File: src/rtl/serial_cmp_ctrl_if.sv
// Handshake and result bundle for the pairwise serial comparator.
// The master drives requests and the comparator drives status and results.
interface serial_cmp_ctrl_if #(
  parameter int WIDTH = 8
);
  logic             start;
  logic [WIDTH-1:0] a;
  logic [WIDTH-1:0] b;
  logic [1:0]       op;
  logic             busy;
  logic             done;
  logic             result;
  logic             alessb;
  logic             aeqb;
  logic             agrb;

  modport master (
    output start, a, b, op,
    input  busy, done, result, alessb, aeqb, agrb
  );

  modport slave (
    input  start, a, b, op,
    output busy, done, result, alessb, aeqb, agrb
  );
endinterface

File: src/rtl/serial_cmp_ctrl.sv
// Serial magnitude comparator: walks captured operands two bits per cycle from
// the MSB pair down, stopping at the first differing pair.
//
// state | meaning
// IDLE  | waiting for start; results from the last completion are held
// RUN   | examining pair idx_q of the captured operands, one pair per cycle
module serial_cmp_ctrl #(
  parameter int WIDTH = 8
) (
  input  logic          clk,
  input  logic          reset,
  serial_cmp_ctrl_if.slave bus
);
  localparam int NPAIR = WIDTH / 2;
  localparam int IDXW  = (NPAIR > 1) ? $clog2(NPAIR) : 1;
  localparam logic [IDXW-1:0] IDX_MAX = IDXW'(NPAIR - 1);

  typedef enum logic {IDLE, RUN} state_t;

  state_t           state_q, state_d;
  logic [WIDTH-1:0] a_q, a_d;
  logic [WIDTH-1:0] b_q, b_d;
  logic [1:0]       op_q, op_d;
  logic [IDXW-1:0]  idx_q, idx_d;
  logic             done_q, done_d;
  logic             result_q, result_d;
  logic             alessb_q, alessb_d;
  logic             aeqb_q, aeqb_d;
  logic             agrb_q, agrb_d;

  logic [1:0] pair_a;
  logic [1:0] pair_b;

  assign pair_a = 2'(a_q >> {idx_q, 1'b0});
  assign pair_b = 2'(b_q >> {idx_q, 1'b0});

  always_comb begin
    state_d  = state_q;
    a_d      = a_q;
    b_d      = b_q;
    op_d     = op_q;
    idx_d    = idx_q;
    done_d   = 1'b0;
    result_d = result_q;
    alessb_d = alessb_q;
    aeqb_d   = aeqb_q;
    agrb_d   = agrb_q;

    unique case (state_q)
      IDLE: begin
        if (bus.start) begin
          a_d     = bus.a;
          b_d     = bus.b;
          op_d    = bus.op;
          idx_d   = IDX_MAX;
          state_d = RUN;
        end
      end
      RUN: begin
        // Finish on the first differing pair, or after the LSB pair if all equal.
        if ((pair_a != pair_b) || (idx_q == '0)) begin
          alessb_d = (pair_a < pair_b);
          agrb_d   = (pair_a > pair_b);
          aeqb_d   = (pair_a == pair_b);
          unique case (op_q)
            2'b00: result_d = alessb_d;
            2'b01: result_d = agrb_d;
            2'b10: result_d = aeqb_d;
            2'b11: result_d = !aeqb_d;
          endcase
          done_d  = 1'b1;
          state_d = IDLE;
        end else begin
          idx_d = idx_q - 1'b1;
        end
      end
    endcase
  end

  always_ff @(posedge clk) begin
    if (reset) begin
      state_q  <= IDLE;
      a_q      <= '0;
      b_q      <= '0;
      op_q     <= '0;
      idx_q    <= '0;
      done_q   <= 1'b0;
      result_q <= 1'b0;
      alessb_q <= 1'b0;
      aeqb_q   <= 1'b0;
      agrb_q   <= 1'b0;
    end else begin
      state_q  <= state_d;
      a_q      <= a_d;
      b_q      <= b_d;
      op_q     <= op_d;
      idx_q    <= idx_d;
      done_q   <= done_d;
      result_q <= result_d;
      alessb_q <= alessb_d;
      aeqb_q   <= aeqb_d;
      agrb_q   <= agrb_d;
    end
  end

  assign bus.busy   = (state_q == RUN);
  assign bus.done   = done_q;
  assign bus.result = result_q;
  assign bus.alessb = alessb_q;
  assign bus.aeqb   = aeqb_q;
  assign bus.agrb   = agrb_q;
endmodule

File: src/flat_wrapper.sv
// flat-port wrapper written by rule: the top's interface ports become plain ports
module serial_cmp_ctrl_flat 
#(
  parameter int WIDTH = 8
)
  (clk, reset, bus_start, bus_a, bus_b, bus_op, bus_busy, bus_done, bus_result, bus_alessb, bus_aeqb, bus_agrb);
  serial_cmp_ctrl_if #(.WIDTH(WIDTH)) bus_i ();
  input  logic clk;
  input  logic reset;
  input wire logic [$bits(bus_i.start)-1:0] bus_start;
  input wire logic [$bits(bus_i.a)-1:0] bus_a;
  input wire logic [$bits(bus_i.b)-1:0] bus_b;
  input wire logic [$bits(bus_i.op)-1:0] bus_op;
  output wire logic [$bits(bus_i.busy)-1:0] bus_busy;
  output wire logic [$bits(bus_i.done)-1:0] bus_done;
  output wire logic [$bits(bus_i.result)-1:0] bus_result;
  output wire logic [$bits(bus_i.alessb)-1:0] bus_alessb;
  output wire logic [$bits(bus_i.aeqb)-1:0] bus_aeqb;
  output wire logic [$bits(bus_i.agrb)-1:0] bus_agrb;
  assign bus_i.start = bus_start;
  assign bus_i.a = bus_a;
  assign bus_i.b = bus_b;
  assign bus_i.op = bus_op;
  assign bus_busy = bus_i.busy;
  assign bus_done = bus_i.done;
  assign bus_result = bus_i.result;
  assign bus_alessb = bus_i.alessb;
  assign bus_aeqb = bus_i.aeqb;
  assign bus_agrb = bus_i.agrb;
  serial_cmp_ctrl #(.WIDTH(WIDTH)) u_core (.clk(clk), .reset(reset), .bus(bus_i));
endmodule
File: config.mk
export PLATFORM = sky130hd
export DESIGN_NAME = serial_cmp_ctrl_flat
export DESIGN_NICKNAME = d
export VERILOG_FILES = /design/src/rtl/serial_cmp_ctrl_if.sv /design/src/rtl/serial_cmp_ctrl.sv /design/src/flat_wrapper.sv
export SDC_FILE = /design/constraint.sdc
export NUM_CORES = 1
export LEC_CHECK = 0
export ABC_CLOCK_PERIOD_IN_PS = 2800
export CAP_MARGIN = 20
export CORE_UTILIZATION = 30
export DETAILED_ROUTE_END_ITERATION = 10
export MAX_ROUTING_LAYER = met4
export PLACE_DENSITY_LB_ADDON = 0.05
export SLEW_MARGIN = 20
export SYNTH_ARGS = -nofsm -noshare
export SYNTH_HDL_FRONTEND = slang
export SYNTH_SLANG_ARGS = --single-unit
File: constraint.sdc
create_clock -name clk -period 2.8 [get_ports clk]
set_input_delay 0.56 -clock clk [delete_from_list [all_inputs] [get_ports clk]]
set_output_delay 0.56 -clock clk [all_outputs]
set_load 0.01 [all_outputs]
### After elaboration in Yosys (flattened, before gate mapping)

Cells that the tools add are included.

| storage, ports and cells | value |
|---|---|
| register bits after elaboration | 26 |
| bits of input ports | 21 |
| output and inout port bits | 6 |
| logic and storage cells | 39 |

| cells by class | value |
|---|---|
| add/sub/neg operators | 1 |
| magnitude comparators | 2 |
| equality and inequality tests | 7 |
| shift operators | 2 |
| mux-type cells | 8 |
| bitwise gates (word level) | 1 |
| reduce and logical (&&, ||, !) cells | 8 |

Operator list:

| operator | count |
|---|---|
| $shr A8 B3 Y2 | 2 |
| $reduce_and A2 Y1 | 3 |
| $eq A2 B2 Y1 const B | 2 |
| $logic_not A2 Y1 | 2 |
| $mux W2 | 2 |
| $ne A2 B2 Y1 const B | 2 |
| $pmux W1 S4 | 1 |
| $pmux W2 S2 | 1 |
| $mux W1 | 3 |
| $eq A2 B1 Y1 const B | 1 |
| $eq A2 B2 Y1 | 1 |
| $gt A2 B2 Y1 | 1 |
| $lt A2 B2 Y1 | 1 |
| $ne A2 B2 Y1 | 1 |
| $pmux W1 S2 | 1 |
| $reduce_or A2 Y1 | 1 |
| $sub A2 B1 Y2 const B | 1 |
| $logic_not A1 Y1 | 1 |
| $logic_or A1 B1 Y1 | 1 |
| $not A1 Y1 | 1 |

### Depth between registers and ports, before layout

| depth | value |
|---|---|
| depth after elaboration | 5 |
| gate-level depth with buffers | 8 |
| mapped depth without buffers | 7 |

### Worst setup path after synthesis

Ideal clock, no wire load.

| timing path | value |
|---|---|
| kind | reg2reg |
| start point | register u_core.idx_q[0] |
| end point | register u_core.result_q (netlist: u_core.bus.result) |
| setup time | 0.117 ns |
| arrival | 1.978 ns |
| required time | 2.683 ns |
| path slack | 0.705 ns |
| cell stages (with the launch flop) | 7 |
| path buffers | 1 |
| clock period less this slack | 2.095 ns |
| cells stage by stage | dfxtp_1 > buf_2 > mux4_2 > ha_1 > a21o_1 > or3_1 > a32o_1 |

| on the way | value |
|---|---|
| word-level cells in the longest chain between the ends | 4 |
| elaborated cells between the ends (all ways) | 11 |
| classes of those cells | order compare: 2; eq/ne: 2; shift: 2; mux: 1; reduce/logical: 4 |

Ends and longest elaborated chain:

| what | RTL line | text |
|---|---|---|
| start, declared | serial_cmp_ctrl.sv:24 | `logic [IDXW-1:0] idx_q, idx_d;` |
| start signal, assigned | serial_cmp_ctrl.sv:97 | `idx_q <= idx_d;` |
| $shr A8 B3 Y2 (on tied branches) | serial_cmp_ctrl.sv:34, serial_cmp_ctrl.sv:35 |  |
| $eq A2 B2 Y1 or $ne A2 B2 Y1 (tied branches) | serial_cmp_ctrl.sv:64, serial_cmp_ctrl.sv:61 |  |
| $logic_not A1 Y1 or $logic_or A1 B1 Y1 (tied branches) | serial_cmp_ctrl.sv:69, serial_cmp_ctrl.sv:61 |  |
| $pmux W1 S4 or $reduce_and A2 Y1 (tied branches) | -- |  |
| end signal, assigned | serial_cmp_ctrl.sv:99 | `result_q <= result_d;` |
| end, declared | serial_cmp_ctrl.sv:26 | `logic result_q, result_d;` |

Several ways; a longest one is shown, not always the timed one.
A chain may end at the register's enable or synchronous reset.

### Worst setup path after layout

Ends and elaborated chain as after synthesis.

==> metrics <==
most common cell after layout, fill and taps aside=nand2_1; crit-path cells=mux4_2 > ha_1 > nand2_1 > nor3_1 > nor4b_1 > a32o_1; Final Hold Vio Count=0; Final Max Tran Viols=0; Rows=21; origin of the critical flop-to-flop path=u_core.idx_q[0]; drt wl/cell=11.8 µm; Avg Cell Area, Syn=between 8 and 9 µm²; nature of the critical path startpoint=flip-flop; Port Buffers=26; Die X=62.8 µm; max_cap viols=0; Chip Height=approximately 63 µm; power consumption=between 0.8 and 0.9 mW; crit-path max cell delay=0.54 ns; distinct cell type count after synthesis=23; Hold Path Origin=u_core.b_q[0]; GRT overflow=0; Max clock buf depth=2; Syn-to-layout area delta=31.4%; TritonCTS clock tree=yes; maximum clock rate=approximately 0.44 GHz; Post-Syn Instances=~130; R2R Setup Slk=~0.53 ns; Synthesized Nets=about 150; leakage=between 0.5 and 0.6 nW; crit path capture=u_core.bus.result; unrepaired setup endpoints after global routing=false; initial antenna violation count=0; HP Class=reg -> reg; hold_buf cts=0; largest net degree at the start of global routing=19; Tmin final=between 2 and 2.5 ns; Total GRT Usage=0.137; Starting Density=0.322; synthesized cell area=about 1100 µm²; n_diodes=0; Post-synth top flop=dfxtp_1; I/O Pins=27; Slew Limit Headroom=0.555; TritonCTS Buffers=3; DR vias=approximately 920; reg2reg end=u_core.bus.result; Worst R2R Path Depth=6; # Post-CTS Setup Buffers=0; drt pass-1 iters=4; DR DRC count=0; die area=between 3000 and 4000 µm²; worst-margin pin slew=0.667 ns; # nets final=roughly 180; Syn. warnings=0; first-pass GRT wire length=between 4000 and 5000 µm; Via density=4.64; setup tns final=0 ns; clk_lat worst skew=approximately 0.27 ns; post-synthesis sequential area ratio=0.470; CTS clock-pin slew for the worst setup and hold paths=0.09 ns; ANT nets after route=0; setup violators final=0; final worst path period share=0.811; number of global-route vias before repair=a little over 900; Crit path required time=roughly 3.0 ns; layout cells sized above 1=0.0784; CP max FO=7; clk sinks=26; H-tree depth=1; slowest library cell on the worst path=mux4_2; Clock Skew=~0.0045 ns; clk root buf=clkbuf_8; DPL Wire Length=~1700 µm; WP data arrival=roughly 2.5 ns; Post-synth EDFFs=0; commonest cells after routing, fill and taps aside=38 x nand2_1, 26 x clkdlybuf4s50_1, 26 x dfxtp_1; Worst setup EP type=flip-flop; GPL Wtd Cong=~0.74; core area=between 3000 and 4000 µm²; Worst Setup Path Type=reg -> reg; Total Wirelength=2340 µm; Worst setup startpoint=u_core.idx_q[0]; Peak VDD IR=approximately 170 µV; DR iter-0 viols=36; cts repair resizes=0; synthesized flop and latch total=26; outcome=completed; Async SR Flop Fraction=0; pwr/cell area=roughly 570 nW/µm²
-- logic make-up (layout without fill, tap and decap cells) --
kind of cell,Yosys count,count (layout),synth area share
AO/OA/AOI/OAI,30,30,0.155
adder cells (fa/ha/maj),3,3,0.0339
buffers and inverters,14,38,0.0564
flip-flops,26,26,0.470
multiplexers,4,4,0.0813
AND/OR/NAND/NOR,52,52,0.204
-- layer usage --
layer / GRT usage / part of all wire
met3: 0.0274 / 0.040
met2: 0.219 / 0.46
met5: - / 0
met4: 0.0436 / 0.012
met1: 0.172 / 0.49
-- area by class of cell --
| type | count | area, µm² |
|---|---|---|
| Inverter | 6 | 22.5 |
| Clock buffer | 4 | 55.1 |
| Sequential cell | 26 | 520 |
| Tap cell | 46 | 57.6 |
| Fill cell | 362 | 1990 |
| Timing Repair Buffer | 28 | 275 |
| Multi-Input combinational cell | 89 | 526 |
-- Yosys cell counts (all sizes together), types with 2 or more instances --
master | n | share of area
ha | 3 | 0.034
a21oi | 22 | 0.099
mux4 | 4 | 0.081
nor3 | 2 | 0.0090
inv | 6 | 0.020
dfxtp | 26 | 0.47
nor2b | 3 | 0.017
buf | 4 | 0.023
a21o | 2 | 0.014
clkbuf | 4 | 0.014
nand2 | 38 | 0.13
a211oi | 2 | 0.014
nor2 | 4 | 0.014
-- how the worst min path moves through the flow --
stage / end / cells after the start
final: u_core.b_q[0] / 2
after global routing: u_core.b_q[5] / 2
after CTS: u_core.b_q[0] / 2
after detailed placement: u_core.b_q[0] / 2
after global placement: u_core.op_q[0] / 2
after floorplan: u_core.a_q[4] / 2
-- sequential cells by signal, summed over array words and instances, names as in the netlist --
signal / cells
u_core.idx_q: 2
u_core.bus.busy: 1
u_core.bus.agrb: 1
u_core.op_q: 2
u_core.a_q: 8
u_core.bus.aeqb: 1
u_core.bus.done: 1
u_core.bus.result: 1
u_core.b_q: 8
u_core.bus.alessb: 1
-- through the flow --
stage | util | std cells | hold WS [ns] | worst slack (ns) | area, µm²
2_1_floorplan | - | 129 | 0.433 | 0.705 | 1110
3_3_place_gp | 0.407 | 195 | 0.450 | 0.615 | 1400
3_5_place_dp | 0.407 | 195 | 0.448 | 0.565 | 1400
4_1_cts | 0.423 | 199 | 0.461 | 0.528 | 1460
5_1_grt | 0.423 | 199 | 0.480 | 0.323 | 1460
6_report | 0.423 | 199 | 0.457 | 0.530 | 1460
-- critical path: cells and delay by family (launching register included) --
family | cells | cell delay, ns
flops | 1 | 0.49
compound gates | 1 | 0.22
simple gates | 3 | 0.65
fa+ha+maj | 1 | 0.32
mux | 1 | 0.54
-- power by group --
group / total [mW] / switching, mW / internal, mW
Combinational: 0.172 / 0.0807 / 0.0908
Clock: 0.239 / 0.113 / 0.126
Sequential: 0.420 / 0.0227 / 0.397
Total: 0.831 / 0.217 / 0.614
Note: power is estimated with default switching activity, not from simulation.
